File: src/rtl/telem_pkg.sv
// Shared constants and types for the telemetry serializer timing path.
// Word geometry, frame marker words and the timing FSM state encoding.
package telem_pkg;

  localparam int WORD_BITS = 16;
  localparam int BIT_CNT_W = $clog2(WORD_BITS);

  localparam logic [BIT_CNT_W-1:0] BIT_LAST =
    BIT_CNT_W'(WORD_BITS - 1);

  localparam logic [15:0] SYNC_WORD  = 16'hEB90;
  localparam logic [15:0] IDLE_WORD  = 16'hB3A5;
  localparam logic [15:0] END_WORD_1 = 16'hC0FE;
  localparam logic [15:0] END_WORD_2 = 16'hD0CC;

  typedef enum logic {
    ST_IDLE,
    ST_RUN
  } tstate_e;

endpackage

File: src/rtl/telem_ce_divider.sv
// Half-bit divider: produces registered mid-bit and bit-boundary strobes.
// A divider value of 0 is treated as 1.
module telem_ce_divider #(
  parameter int DIV_W = 16
) (
  input  logic             clk_i,
  input  logic             rst_n_i,
  input  logic             clr_i,
  input  logic             load_i,
  input  logic             en_i,
  input  logic [DIV_W-1:0] div_i,
  output logic             tog_o,
  output logic             bit_o,
  output logic             bit_nxt_o
);

  logic [DIV_W-1:0] div_q, div_d;
  logic [DIV_W-1:0] hc_q, hc_d;
  logic             ph_q, ph_d;
  logic             tog_q, tog_d;
  logic             bit_q, bit_d;
  logic [DIV_W-1:0] div_sat;
  logic [DIV_W-1:0] div_use;
  logic             term;

  always_comb begin
    div_sat = (div_i == '0) ? DIV_W'(1) : div_i;
    // a reload takes effect on the half-bit already in progress
    div_use = load_i ? div_sat : div_q;
    term    = (hc_q == div_use - DIV_W'(1));
    div_d   = div_q;
    hc_d    = hc_q;
    ph_d    = ph_q;
    tog_d   = 1'b0;
    bit_d   = 1'b0;
    if (clr_i) begin
      div_d = div_sat;
      hc_d  = '0;
      ph_d  = 1'b0;
    end else begin
      if (load_i) begin
        div_d = div_sat;
      end
      if (en_i) begin
        if (term) begin
          hc_d  = '0;
          ph_d  = ~ph_q;
          tog_d = ~ph_q;
          bit_d = ph_q;
        end else begin
          hc_d = hc_q + DIV_W'(1);
        end
      end
    end
  end

  always_ff @(posedge clk_i or negedge rst_n_i) begin
    if (!rst_n_i) begin
      div_q <= DIV_W'(1);
      hc_q  <= '0;
      ph_q  <= 1'b0;
      tog_q <= 1'b0;
      bit_q <= 1'b0;
    end else begin
      div_q <= div_d;
      hc_q  <= hc_d;
      ph_q  <= ph_d;
      tog_q <= tog_d;
      bit_q <= bit_d;
    end
  end

  assign tog_o     = tog_q;
  assign bit_o     = bit_q;
  assign bit_nxt_o = bit_d;

endmodule

File: src/rtl/telemetry_timing.sv
// Telemetry timing master: half-bit/bit/word/frame strobes for the serializer.
// Start, stop and rate changes only land on frame boundaries.
module telemetry_timing
  import telem_pkg::*;
#(
  parameter int DIV_W       = 16,
  parameter int FRAME_WORDS = 1024
) (
  input  logic             clk_i,
  input  logic             rst_n_i,
  input  logic             en_i,
  input  logic [DIV_W-1:0] half_div_i,
  output logic             bittogce_o,
  output logic             bitce_o,
  output logic             wordce_o,
  output logic             syncce_o,
  output logic             running_o,
  output logic [15:0]      word_idx_o
);

  localparam logic [15:0] FW_LAST = 16'(FRAME_WORDS - 1);

  tstate_e              state_q, state_d;
  logic                 running_q, running_d;
  logic [BIT_CNT_W-1:0] bit_cnt_q, bit_cnt_d;
  logic [15:0]          word_cnt_q, word_cnt_d;
  logic                 wordce_q, wordce_d;
  logic                 syncce_q, syncce_d;

  logic start;
  logic stop;
  logic run;
  logic cnt_en;
  logic load;
  logic tog;
  logic bitce;
  logic bit_nxt;

  always_comb begin
    state_d = state_q;
    start   = 1'b0;
    stop    = 1'b0;
    unique case (state_q)
      ST_IDLE: begin
        if (en_i) begin
          start   = 1'b1;
          state_d = ST_RUN;
        end
      end
      ST_RUN: begin
        if (syncce_q && !en_i) begin
          stop    = 1'b1;
          state_d = ST_IDLE;
        end
      end
      default: state_d = ST_IDLE;
    endcase
  end

  always_comb begin
    run       = (state_q == ST_RUN);
    cnt_en    = run && !stop;
    load      = run && syncce_q;
    running_d = (state_d == ST_RUN);
    bit_cnt_d  = bit_cnt_q;
    word_cnt_d = word_cnt_q;
    if (start) begin
      bit_cnt_d  = '0;
      // first word boundary after start is a frame boundary
      word_cnt_d = FW_LAST;
    end else if (run) begin
      if (bitce) begin
        bit_cnt_d = (bit_cnt_q == BIT_LAST) ? '0
                  : bit_cnt_q + BIT_CNT_W'(1);
      end
      if (wordce_q) begin
        word_cnt_d = (word_cnt_q == FW_LAST) ? '0
                   : word_cnt_q + 16'd1;
      end
    end
    // counters advance after the strobe, so predict from current counts
    wordce_d = bit_nxt && (bit_cnt_q == BIT_LAST);
    syncce_d = wordce_d && (word_cnt_q == FW_LAST);
  end

  telem_ce_divider #(
    .DIV_W (DIV_W)
  ) u_div (
    .clk_i     (clk_i),
    .rst_n_i   (rst_n_i),
    .clr_i     (start),
    .load_i    (load),
    .en_i      (cnt_en),
    .div_i     (half_div_i),
    .tog_o     (tog),
    .bit_o     (bitce),
    .bit_nxt_o (bit_nxt)
  );

  always_ff @(posedge clk_i or negedge rst_n_i) begin
    if (!rst_n_i) begin
      state_q    <= ST_IDLE;
      running_q  <= 1'b0;
      bit_cnt_q  <= '0;
      word_cnt_q <= '0;
      wordce_q   <= 1'b0;
      syncce_q   <= 1'b0;
    end else begin
      state_q    <= state_d;
      running_q  <= running_d;
      bit_cnt_q  <= bit_cnt_d;
      word_cnt_q <= word_cnt_d;
      wordce_q   <= wordce_d;
      syncce_q   <= syncce_d;
    end
  end

  assign bittogce_o = tog;
  assign bitce_o    = bitce;
  assign wordce_o   = wordce_q;
  assign syncce_o   = syncce_q;
  assign running_o  = running_q;
  assign word_idx_o = word_cnt_q;

endmodule
File: config.mk
export PLATFORM = sky130hd
export DESIGN_NAME = telemetry_timing
export DESIGN_NICKNAME = d
export VERILOG_FILES = /design/src/rtl/telem_pkg.sv /design/src/rtl/telem_ce_divider.sv /design/src/rtl/telemetry_timing.sv
export SDC_FILE = /design/constraint.sdc
export NUM_CORES = 1
export LEC_CHECK = 0
export BUFFER_PORTS_ARGS = -buffer_cell sky130_fd_sc_hd__buf_2
export CAP_MARGIN = 10
export CORE_MARGIN = 4
export CORE_UTILIZATION = 30
export DETAILED_ROUTE_END_ITERATION = 16
export GPL_ROUTABILITY_DRIVEN = 0
export PLACE_DENSITY = 0.54
export SYNTH_ARGS = -nofsm -noshare
export SYNTH_HDL_FRONTEND = slang
export SYNTH_SLANG_ARGS = --single-unit
File: constraint.sdc
create_clock -name clk_i -period 4.2 [get_ports clk_i]
set_input_delay 1.26 -clock clk_i [delete_from_list [all_inputs] [get_ports clk_i]]
set_output_delay 1.26 -clock clk_i [all_outputs]
set_load 0.1 [all_outputs]
**Word level (Yosys, flattened, before mapping)**

Index checks and enable logic that the tools add are counted.

- Reductions and logical operators: 16
- Multipliers: 0
- Bitwise operators: 2
- Shifts and indexed selects: 0
- Magnitude comparators: 0
- Divide/modulo/power cells: 0
- Add/subtract/negate cells: 4
- Equal/unequal tests: 3
- Multiplexer cells: 29

Operator list:

| operator | number |
|---|---|
| two-way mux 16 bit | 10 |
| adder 16 x 1 -> 16 bit (second input constant) | 2 |
| equality test 16 x 10 -> 1 bit (second input constant) | 1 |
| equality test 16 bit | 1 |
| logical NOT 16 bit | 1 |
| two-way mux 4 bit | 4 |
| subtractor 16 x 1 -> 16 bit (second input constant) | 1 |
| two-way mux 1 bit | 14 |
| nonzero test 2 bit | 5 |
| AND reduction 2 bit | 3 |
| logical AND 1 bit | 5 |
| adder 4 x 1 -> 4 bit (second input constant) | 1 |
| equality test 4 bit (second input constant) | 1 |
| logical NOT 1 bit | 2 |
| inverter 1 bit | 2 |
| one-hot mux 1 bit (2 select lines) | 1 |

- Memory bits (read-only): 0
- Memories: 0
- Logic and storage cells: 64
- RAM bits: 0
- Bits in latches: 0
- Register bits after elaboration: 58
- Bits of input ports: 19
- Output and inout bits: 21

**Logic depth before layout (Yosys ltp)**

Gate-level depths: netlist of the first run.

- Depth in word-level cells: 10
- Depth in mapped cells: 15
- Gate-level depth less buffers: 12

**Cells and area by module**

From an unflattened synthesis of the first run, not the netlist that was laid out.

- Cells, all modules: 412
- Area, all modules: 3912.5 µm²

Modules (own cells, without submodules):

| module | instances | cells each | seq. area each (µm²) | area an instance (µm²) |
|---|---|---|---|---|
| telem_ce_divider | 1 | 266 | 877.1 | 2591.2 |
| telemetry_timing | 1 | 146 | 575.6 | 1321.3 |

**Least setup slack after synthesis of the first run**

No wires, ideal clock.

- Kind: input-to-reg
- From: input half_div_i[5]
- To: register u_div.hc_q[5]
- Cell stages on the path: 13
- Slack: 319 ps
- Arrival time: 3762 ps
- Path through: nor4_1 -> nand4_1 -> o31ai_2 -> inv_1 -> ha_1 -> o21ai_0 -> a211oi_1 -> nor3_1 -> a31oi_1 -> or3_1 -> o31ai_4 -> buf_6 -> nor2_1

- Longest elaborated chain between the ends: 8

RTL lines:

| what | line | RTL |
|---|---|---|
| start: declaration | telemetry_timing.sv:12 | `input logic [DIV_W-1:0] half_div_i,` |
| logical NOT 16 bit | telem_ce_divider.sv:27 | `div_sat = (div_i == '0) ? DIV_W'(1) : div_i;` |
| two-way mux 16 bit (*) | telem_ce_divider.sv:27 |  |
| two-way mux 16 bit (*) | n/a |  |
| subtractor 16 x 1 -> 16 bit (*) | telem_ce_divider.sv:30 | `term = (hc_q == div_use - DIV_W'(1));` |
| equality test 16 bit (*) | telem_ce_divider.sv:30 |  |
| two-way mux 16 bit (*) | telem_ce_divider.sv:45 | `if (term) begin` |
| two-way mux 16 bit (*) | telem_ce_divider.sv:44 | `if (en_i) begin` |
| two-way mux 16 bit (*) | telem_ce_divider.sv:36 | `if (clr_i) begin` |
| end signal: assignment | telem_ce_divider.sv:60 | `hc_q <= '0;` |
| end signal: assignment | telem_ce_divider.sv:66 | `hc_q <= hc_d;` |
| end: declaration | telem_ce_divider.sv:18 | `logic [DIV_W-1:0] hc_q, hc_d;` |

Every way passes the cells marked *; elsewhere a longest branch is shown, timed or not. The select of a mux whose other input is x is not followed.
A chain may end at the register's enable or synchronous reset.

**Worst setup path after layout of the first run**

- From: input half_div_i[9]
- To: register u_div.tog_q (netlist: u_div.tog_o)

- Longest elaborated chain between the ends: 8

RTL lines:

| what | line | RTL |
|---|---|---|
| logical NOT 16 bit | telem_ce_divider.sv:27 |  |
| two-way mux 16 bit (*) | telem_ce_divider.sv:27 |  |
| two-way mux 16 bit (*) | n/a |  |
| subtractor 16 x 1 -> 16 bit (*) | telem_ce_divider.sv:30 |  |
| equality test 16 bit (*) | telem_ce_divider.sv:30 |  |
| two-way mux 1 bit (*) | telem_ce_divider.sv:45 |  |
| two-way mux 1 bit (*) | telem_ce_divider.sv:44 |  |
| two-way mux 1 bit (*) | telem_ce_divider.sv:36 |  |
| net u_div.tog_d | telem_ce_divider.sv:20 | `logic tog_q, tog_d;` |
| end signal: assignment | telem_ce_divider.sv:68 | `tog_q <= tog_d;` |
| end: declaration | telem_ce_divider.sv:20 |  |

The timed path passes the listed nets; every way through them passes the cells marked *.

==> results of run 1 <==
cells by family after synthesis:
kind of cell / count (synthesis) / share of synthesized area
and+or+nand+nor: 159 / 0.224
muxes: 33 / 0.0978
buffers and inverters: 20 / 0.0326
adders and majority gates: 4 / 0.0140
DFF: 58 / 0.407
AOI/OAI and AO/OA: 66 / 0.124
xor gates and xnor gates: 41 / 0.101
flip-flops by register name, summed over array words and instances (netlist names):
register     count
u_div.bit_o      1
word_idx_o      16
u_div.tog_o      1
u_div.hc_q      16
wordce_o         1
running_o        1
u_div.ph_q       1
bit_cnt_q        4
syncce_o         1
u_div.div_q     16
synthesized netlist by cell type (3+ instances only):
library cell  instances  area (sq um)
a31oi_1               3          18.8
and3_1                7          43.8
inv_1                 8          30.0
xor2_1               26           228
a211oi_1              4          30.0
nand3_1              22           110
xnor2_1              15           131
o211ai_1              3          22.5
mux2i_1              18           180
nor2_1               44           165
nand4_1              10          62.6
a22o_1                4          35.0
buf_6                 5          56.3
nor4_1                7          43.8
nand2_1              38           143
o31ai_1               3          22.5
clkbuf_1              6          22.5
a21oi_1              13          65.1
mux2_2               14           158
or3_1                 3          18.8
nor3_1                6          30.0
o21ai_0              21           105
ha_1                  4          50.1
o311ai_0              4          35.0
nor2b_1               4          25.0
dfrtp_1              57          1430
where the power goes:
| part | internal (mW) | leakage (nW) | switching [mW] |
|---|---|---|---|
| registers | 0.637 | 0.706 | 0.0824 |
| clock network | 0.472 | 0.149 | 0.250 |
| logic | 0.214 | 1.11 | 0.266 |
worst paths after layout:
check / start / endpoint / slack, ns
min: u_div.ph_q / u_div.tog_o / 0.49
min reg2reg: u_div.ph_q / u_div.tog_o / 0.49
min in group asynchronous: rst_n_i / u_div.div_q[6] / 1.07
max: half_div_i[9] / u_div.tog_o / 0.30
max reg2reg: syncce_o / u_div.tog_o / 0.82
max in group asynchronous: rst_n_i / u_div.div_q[13] / 2.31
layout make-up:
type / instances / area, sq um
Clock inverter: 5 / 53.8
Clock buffer: 11 / 243
Inverter: 8 / 30.0
Tap cell: 143 / 179
Fill cell: 1166 / 7220
Sequential cell: 58 / 1450
Timing Repair Buffer: 55 / 328
Multi-Input combinational cell: 303 / 2010
cell usage in the layout, fill, tap and decap left out, types with 5 or more instances in the layout:
cell,count
dfrtp_1,57
inv_1,8
nand4_1,10
and3_1,7
xnor2_1,15
nor3_1,6
a21oi_1,13
buf_4,15
buf_2,39
xor2_1,26
nor4_1,5
clkbuf_16,9
mux2i_1,18
nand2_1,38
mux2_2,14
o21ai_0,21
nand3_1,22
nor2_1,44
metal layers:
layer	track usage	wire length [microns]	vias up
met2	0.204	4090	100
met5	0	0	-
met3	0.0380	549	13
met4	0.0635	163	0
met1	0.200	4350	1456
li1	-	-	1479
per-stage QoR:
step / util / hold slack, ns / setup slack [ns] / TNS (ns) / instance area (sq um)
2_1_floorplan: - / 0.447 / 0.319 / 0 / 3570
3_3_place_gp: 0.346 / 0.473 / 0.0143 / 0 / 3990
3_5_place_dp: 0.346 / 0.481 / -0.117 / -1.66 / 3990
4_1_cts: 0.372 / 0.495 / 0.210 / 0 / 4290
5_1_grt: 0.373 / 0.516 / 0.00383 / 0 / 4300
6_report: 0.373 / 0.493 / 0.296 / 0 / 4300
==> summary.txt, run 1 <==
CP Data Arrival Time = 4.16 ns
Max_cap viols = 0
Num rows = 39
R2R cell count = 10
Post-DP HPWL = 6740 microns
Vias in the first global route = 3011
Setup Buffers After CTS = 0
Main synth FF type = dfrtp_1
Post-synthesis cell type count = 52
Total gr overflow = 0
Iter 0 DRT Violations = 285
Area growth syn-to-layout = 20.4%
Pin count of the biggest net entering global routing = 39
Max FO, Critical Path = 5
RSZ-0062 raised after global routing = no
Die width = 117 microns
Die ar. = 0.0137 sq mm
Slew headroom = 0.382
Crit Path Class = in2reg
Total track usage = 0.142
CP delay by family, top = simple AND/OR/NAND/NOR gates
Antenna-violating nets left = 0
PD cells = 447 mW/mm^2
Post-Route WL = 9160 microns
Synth Register Bits = 58
Fin nets = 458
HP Class = reg2reg
Clk buf depth = 2
Post-synth net total = 404
Clk_lat worst skew = 0.33 ns
Clock transition at the registers of the reported paths = 0.05 ns
CTS tree = built
Slowest CP cell = nor4_2
Part of the cycle the worst path needs = 0.930
Layout cells sized above 1 = 0.230
Leak pwr = 1.96 nW
Required time of the critical path = 4.45 ns
Drt wl/cell = 15.7 microns
Post-Synthesis Cells = 381
Final number of setup-violating endpoints = 0
Post-CTS Resized = 0
Pwr Total = 1.92 mW
Pre-antenna DRT Iters = 7
Clk_skew = 0.00962 ns
I/O pins = 40
Crit. End Element = flip-flop
Max stage delay on crit path = 0.35 ns
Final Hold Vio Count = 0
Crit start category = input port
Syn Area/Cell = 9.37 sq um
Worst Max-Slew Pin Slew = 0.927 ns
Post-route non-filler standard cell count = 583
Via density = 5.23
Die height = 117 microns
WP depth = 15
Cell Area, Synth = 0.00357 sq mm
Peak supply drop = 211 uV
H-Tree Depth = 3
Status = finished, final reports clean
Hold Path Cell Cnt = 1
Synth warn = 0
EDFF count, synth = 0
Async S/R FF share, synth = 1.00
Clock Sinks = 58
Initial antenna violation count = 0
Seq/Total Area, Yosys = 0.407
Tmin final = 3.90 ns
Post-CTS Hold Fix Bufs = 0
First-pass GRT wire length = 15100 microns
DP Cell Count = 567
Ant. Diodes = 0
Core area = 0.0115 sq mm
Overall via count from detail_route = 3048
Root Driver = clkbuf_16
IO Port Bufs = 39
Residual DRC = 0
CTS buffer count = 9
Fmax = 256 MHz
Critical path cell sequence = buf_2 -> nor4_2 -> buf_4 -> nand4_1 -> o31ai_2 -> inv_1 -> ha_1 -> o21ai_0 -> a211oi_1 -> and3_1 -> nor4_2 -> nor2b_1 -> nand4_2 -> buf_4 -> nor2_1
Final slew viol count = 0
Initial Utilization = 0.310
WP buf/inv = 4
Note: power is estimated with default switching activity, not from simulation.
==> run 2: changes to the inputs <==
Settings changed: RECOVER_POWER from default to 25.
==> run 2 against run 1 <==
The flow now finishes with violations (capacitance limit, slew limit). Register-to-register slack about the same. Die area stayed put. Total power about the same. Hold slack did not move. Via count unchanged. Non-clock buffer count unchanged. Combinational power about the same. Fmax about the same.
==> summary.txt, run 2 (synthesized netlist as in run 1, its figures left out) <==
Slew headroom = -0.477 (-0.859)
Num rows = 39 (unchanged)
Die width = 117 microns (unchanged)
Die height = 117 microns (unchanged)
Final Util = 0.373 (about the same)
Pin count of the biggest net entering global routing = 39 (unchanged)
RSZ-0062 raised after global routing = no
Final number of setup-violating endpoints = 0 (unchanged)
Placed inst area = 0.00399 sq mm (unchanged)
Final slew viol count = 39 (+39)
Layout fillers = 1168 (+0.17%)
Total gr overflow = 0 (unchanged)
Area growth syn-to-layout = 20.4% (about the same)
CP Data Arrival Time = 4.16 ns (about the same)
Clk_lat worst skew = 0.33 ns (about the same)
Switching Share = 0.311 (about the same)
Status = finished, violations left
Tmin final = 3.90 ns (+0.0000180 ns)
Combinational power share = 0.249 (about the same)
Overall via count from detail_route = 3048 (unchanged)
Total track usage = 0.142 (unchanged)
Post-Route WL = 9160 microns (about the same)
Clock transition at the registers of the reported paths = 0.05 ns (about the same)
Post-DP HPWL = 6740 microns (unchanged)
Initial Utilization = 0.310 (unchanged)
Part of the cycle the worst path needs = 0.930 (about the same)
Max FO, Critical Path = 5 (unchanged)
Antenna-violating nets left = 0 (unchanged)
Min Hold Slack = 0.493 ns (unchanged)
Worst setup margin = 0.296 ns (-0.0000180 ns)
Layout cells sized above 1 = 0.225 (-0.00455)
Crit start category = input port
Clk buf depth = 2 (unchanged)
Fmax = 256 MHz (about the same)
CTS tree = built
Clock Sinks = 58 (unchanged)
Leak pwr = 1.96 nW (-0.28%)
Max_cap viols = 1 (+1)
Peak supply drop = 211 uV (about the same)
Clk_skew = 0.00962 ns (unchanged)
HP Class = reg2reg
PD cells = 447 mW/mm^2 (about the same)
Reg2reg setup slack = 0.82 ns (about the same)
Pre-CTS setup slack = -0.117 ns (unchanged)
IO Port Bufs = 39 (unchanged)
Residual DRC = 0 (unchanged)
Failing checks = capacitance limit, slew limit
Flop pwr share = 0.375 (about the same)
Iter 0 DRT Violations = 285 (unchanged)
I/O pins = 40 (unchanged)
First-pass GRT wire length = 15100 microns (unchanged)
CTS buffer count = 9 (unchanged)
H-Tree Depth = 3 (unchanged)
Final Hold Vio Count = 0 (unchanged)
Core area = 0.0115 sq mm (unchanged)
Ant. Diodes = 0 (unchanged)
Most frequent cells in the layout = dfrtp_1 (57), nor2_1 (44), nand2_1 (38), buf_2 (37), xor2_1 (26)
Pre-antenna DRT Iters = 7 (unchanged)
Post-Layout Inst Area = 0.00430 sq mm (about the same)
Die ar. = 0.0137 sq mm (unchanged)
Initial antenna violation count = 0 (unchanged)
P_sw = 0.598 mW (about the same)
Most common cell after layout, fill and taps aside = dfrtp_1
Vias in the first global route = 3011 (unchanged)
Root Driver = clkbuf_16
Clock power frac = 0.376 (about the same)
Crit Path Class = in2reg
Drt wl/cell = 15.7 microns (about the same)
Crit. End Element = flip-flop
Required time of the critical path = 4.45 ns (about the same)
Via density = 5.23 (unchanged)
Worst Max-Slew Pin Slew = 2.22 ns (+1.29 ns)
Fin nets = 458 (unchanged)
Int Pwr = 1.32 mW (about the same)
[run 2: changes by cell type in the layout (fill, tap and decap cells not counted), sizes merged]
| cell | previous run | this run |
|---|---|---|
| buf | 55 | 53 |
| clkbuf | 11 | 13 |
[run 2: critical path, stage by stage]
cell and delay (ns):
buf_2 0.11, nor4_2 0.27, buf_4 0.15, nand4_1 0.15, o31ai_2 0.28, inv_1 0.09, ha_1 0.23, o21ai_0 0.16
a211oi_1 0.15, and3_1 0.21, nor4_2 0.35, nor2b_1 0.22, nand4_2 0.21, buf_4 0.20, nor2_1 0.10
[run 2: layout make-up]
type,count,area (sq um),share of cell area
clock buffers,11,243,0.0565
clock inverters,5,53.8,0.0125
inverters,8,30.0,0.00699
multi-input cells,303,2010,0.469
flip-flops and latches,58,1450,0.338
well taps,143,179,0.0416
repair buffers,55,325,0.0757
[run 2: routing by layer]
metal | share of wire | up-vias | GRT usage
met5 | 0 | - | 0
met4 | 0.018 | 0 | 0.0635
met3 | 0.060 | 13 | 0.0380
met2 | 0.45 | 100 | 0.204
met1 | 0.48 | 1456 | 0.200
li1 | - | 1479 | -
[run 2: final timing paths]
kind                                       end           from  cells after the start
worst min-delay path               u_div.tog_o     u_div.ph_q                      1
worst min register to register     u_div.tog_o     u_div.ph_q                      1
min in group asynchronous       u_div.div_q[6]        rst_n_i                      1
max in group asynchronous       u_div.div_q[5]        rst_n_i                      1
worst max-delay path               u_div.tog_o  half_div_i[9]                     15
worst max register to register     u_div.tog_o       syncce_o                     10
[run 2: repair_timing]
item / 4_1_cts / 5_1_grt
hold buffers: 0 / 0
setup endpoints to repair: 0 / 18
resized for setup: 0 / 2
setup buffers: 0 / 0
[run 2: stage by stage]
| stage | total power [mW] | cells | TNS, ns |
|---|---|---|---|
| global placement | 1.20 | 567 | 0 |
| finish | 1.92 | 583 | 0 |
| floorplan | 1.06 | 381 | 0 |
| detailed placement | 1.20 | 567 | -1.66 |
| CTS | 1.94 | 583 | 0 |
| global route | 2.04 | 583 | 0 |
[run 2: power by group through the flow]
stage | combinational (mW) | sequential (mW) | clock, mW
6_report | 0.479 | 0.719 | 0.722
5_1_grt | 0.538 | 0.730 | 0.772
4_1_cts | 0.480 | 0.718 | 0.743
3_5_place_dp | 0.477 | 0.728 | 0
3_3_place_gp | 0.470 | 0.725 | 0
2_1_floorplan | 0.345 | 0.715 | 0
==> run 3: changes to the inputs <==
Settings changed: CTS_BUF_LIST from default to sky130_fd_sc_hd__clkbuf_16, PLACE_DENSITY 0.54 to default, SYNTH_HIERARCHICAL from default to 1.
==> run 3 against run 2 <==
The run still ends with capacitance limit, slew limit left. Synthesized area rose by 9.6%. First-iteration DRC count fell by 26%. Sequential share of layout area fell by 4.1 points. Clock power fell by 4.6%. Sequential cell count did not move. Critical path type unchanged. Highest routed layer unchanged.
==> summary.txt, run 3 <==
Status = finished, violations left
Failing checks = capacitance limit, slew limit
CP Data Arrival Time = 4.23 ns (+0.07 ns)
Top post-synthesis cells by area = dfrtp_1 (36%), mux2i_1 (4.6%), mux2_2 (4.0%), xnor2_1 (3.8%), xor2_1 (3.8%)
Cell Area, Synth = 0.00391 sq mm (+9.6%)
WP depth = 14 (-1)
Initial antenna violation count = 0 (unchanged)
Post-synth net total = 435 (+7.7%)
RSZ-0062 raised after global routing = no
Pin count of the biggest net entering global routing = 41 (+5.1%)
Core area = 0.0127 sq mm (+10%)
Final Util = 0.387 (+0.0143)
CTS buffer count = 9 (unchanged)
Required time of the critical path = 4.43 ns (-0.02 ns)
Post-Synthesis Cells = 412 (+8.1%)
Reg2reg setup slack = 0.39 ns (-0.43 ns)
Total track usage = 0.145 (+0.00257)
Main synth FF type = dfrtp_1
Critical path cell sequence = buf_2 -> or4b_4 -> o21ai_2 -> inv_1 -> ha_1 -> xor2_1 -> xnor2_1 -> a211oi_2 -> o2111ai_1 -> nor4b_1 -> or4b_4 -> nor4_4 -> inv_1 -> nor3_1
Crit. End Element = flip-flop
Post-synth top area share = 0.365 (-0.0350)
WP buf/inv = 3 (-1)
Crit start category = input port
Final slew viol count = 41 (+5.1%)
Die width = 122 microns (+4.4%)
Vias in the first global route = 3441 (+14%)
Crit Reg-Reg Endpoint = syncce_o
Largest area contributor in the netlist = dfrtp_1
Leak pwr = 2.07 nW (+5.5%)
Ant. Diodes = 0 (unchanged)
I/O pins = 40 (unchanged)
Max stage delay on crit path = 0.54 ns (+0.19 ns)
IO Port Bufs = 39 (unchanged)
Part of the cycle the worst path needs = 0.953 (+0.0230)
Slowest CP cell = or4b_4
H-Tree Depth = 3 (unchanged)
Peak supply drop = 155 uV (-27%)
PD cells = 431 mW/mm^2 (-3.7%)
Async S/R FF share, synth = 1.00 (unchanged)
Most common cell after layout, fill and taps aside = dfrtp_1
Reg2reg start = running_o
Crit. Startpoint = half_div_i[10]
Top cells by instance count after synthesis = dfrtp_1 (57), nor2_1 (37), nand2_1 (30)
DP Cell Count = 652 (+15%)
Residual DRC = 0 (unchanged)
Pre-antenna DRT Iters = 4 (-3)
Syn Area/Cell = 9.50 sq um (+1.4%)
Final number of setup-violating endpoints = 0 (unchanged)
Post-route non-filler standard cell count = 668 (+15%)
First-pass GRT wire length = 17200 microns (+13%)
Root Driver = clkbuf_16
Die height = 122 microns (+4.4%)
Synth Register Bits = 58 (unchanged)
EDFF count, synth = 0 (unchanged)
R2R cell count = 14 (+4)
Post-Route WL = 10400 microns (+14%)
Seq/Total Area, Yosys = 0.371 (-0.0357)
Pre-CTS setup slack = -0.439 ns (-0.322 ns)
Most numerous cell in the Yosys netlist = dfrtp_1
Num rows = 41 (+5.1%)
Max_cap viols = 1 (unchanged)
Overall via count from detail_route = 3487 (+14%)
Post-synthesis cell type count = 71 (+37%)
Clk buf depth = 2 (unchanged)
CP Capture Point = syncce_o
Fin nets = 514 (+12%)
Most frequent cells in the layout = dfrtp_1 (55), buf_4 (45), nor2_1 (37), buf_2 (37), nand2_1 (30)
Antenna-violating nets left = 0 (unchanged)
Final Hold Vio Count = 0 (unchanged)
Iter 0 DRT Violations = 211 (-26%)
CTS tree = built
Via density = 5.22 (-0.15%)
Area growth syn-to-layout = 25.5%
Crit Path Class = in2reg
HP Class = reg2reg
Slew headroom = -0.501 (-0.0239)
Clock transition at the registers of the reported paths = 0.05 ns (about the same)
Post-CTS Hold Fix Bufs = 0 (unchanged)
Max FO, Critical Path = 3 (-2)
Total gr overflow = 0 (unchanged)
Layout cells sized above 1 = 0.276 (+0.0512)
Tmin final = 4.00 ns (+0.0968 ns)
Initial Utilization = 0.309 (-0.00120)
Clock Sinks = 58 (unchanged)
Post-DP HPWL = 7870 microns (+17%)
Worst setup margin = 0.199 ns (-0.0968 ns)
Drt wl/cell = 15.6 microns (-0.48%)
Clk_skew = 0.00862 ns (-0.000995 ns)
Die ar. = 0.0149 sq mm (+8.9%)
Synth warn = 6 (+6)
Setup Buffers After CTS = 0 (unchanged)
CP delay by family, top = simple AND/OR/NAND/NOR gates
Fmax = 250 MHz (-2.4%)
Worst Max-Slew Pin Slew = 2.25 ns (+0.0359 ns)
Clk_lat worst skew = 0.33 ns (about the same)
run 3: changes by cell type after synthesis, sizes merged, moves of 8 or more:
cell,before,now
inv,8,16
o21ai,21,8
xor2,26,17
nand2,39,30
run 3: worst register-to-register path, cell delays in order, from the launching register on:
cell	delay, ns
dfrtp_4	0.39
and2_1	0.44
or4b_4	0.55
o21ai_2	0.17
inv_1	0.08
ha_1	0.22
xor2_1	0.17
xnor2_1	0.15
a211oi_2	0.18
o2111ai_1	0.14
nor4b_1	0.25
or4b_4	0.53
nor4_4	0.16
inv_1	0.09
nor3_1	0.19
run 3: layer usage:
metal / up-vias / share of wire / global-route usage
met3: 5 / 0.049 / 0.0441
met1: 1691 / 0.48 / 0.196
met4: 0 / 0.0074 / 0.0315
met5: - / 0 / 0
met2: 95 / 0.46 / 0.229
li1: 1696 / - / -
run 3: metrics by stage:
step | total power, mW | hold slack [ns] | TNS [ns] | area, sq um
after CTS | 2.13 | 0.478 | 0 | 4880
final | 2.11 | 0.476 | 0 | 4910
after floorplan | 1.20 | 0.430 | 0 | 3920
after global routing | 2.24 | 0.484 | 0 | 4910
after global placement | 1.40 | 0.459 | -0.951 | 4590
after detailed placement | 1.42 | 0.471 | -2.10 | 4590
run 3: how the worst min path moves through the flow:
| stage | from | end | slack [ns] | depth (start not counted) |
|---|---|---|---|---|
| after floorplan | u_div/ph_q | u_div/tog_o | 0.43 | 1 |
| after global placement | u_div/ph_q | u_div/tog_o | 0.46 | 1 |
| after CTS | u_div/ph_q | u_div/tog_o | 0.48 | 1 |
| after global routing | u_div/ph_q | u_div/tog_o | 0.48 | 1 |
| final | u_div/ph_q | u_div/tog_o | 0.48 | 1 |
| after detailed placement | u_div/ph_q | u_div/tog_o | 0.47 | 1 |
run 3: final cells by class:
cell class	count	area, sq um
timing repair buffer	86	554
tap	172	215
fill	1288	7760
inverter	16	60.1
clock inverter	7	53.8
sequential	58	1460
clock buffer	9	225
multi-input combinational	320	2340
run 3: timing repair:
item | in CTS | in global routing
endpoints found under the setup margin | 2 | 2
pin swaps | 0 | 1
gates resized for setup | 2 | 6
hold endpoints to repair | 0 | 0
run 3: cells by family (layout without fill, tap and decap cells):
family	Yosys count	count (layout)	share of synthesized area
simple gates	177	177	0.256
compound gates	70	70	0.143
flops	58	58	0.371
mux	35	35	0.0985
xor+xnor	34	34	0.0761
buf+inv	34	118	0.0429
fa+ha+maj	4	4	0.0128
run 3: report_power, final:
group | internal, mW | switching (mW)
combinational | 0.305 | 0.366
clock | 0.446 | 0.243
sequential | 0.649 | 0.104
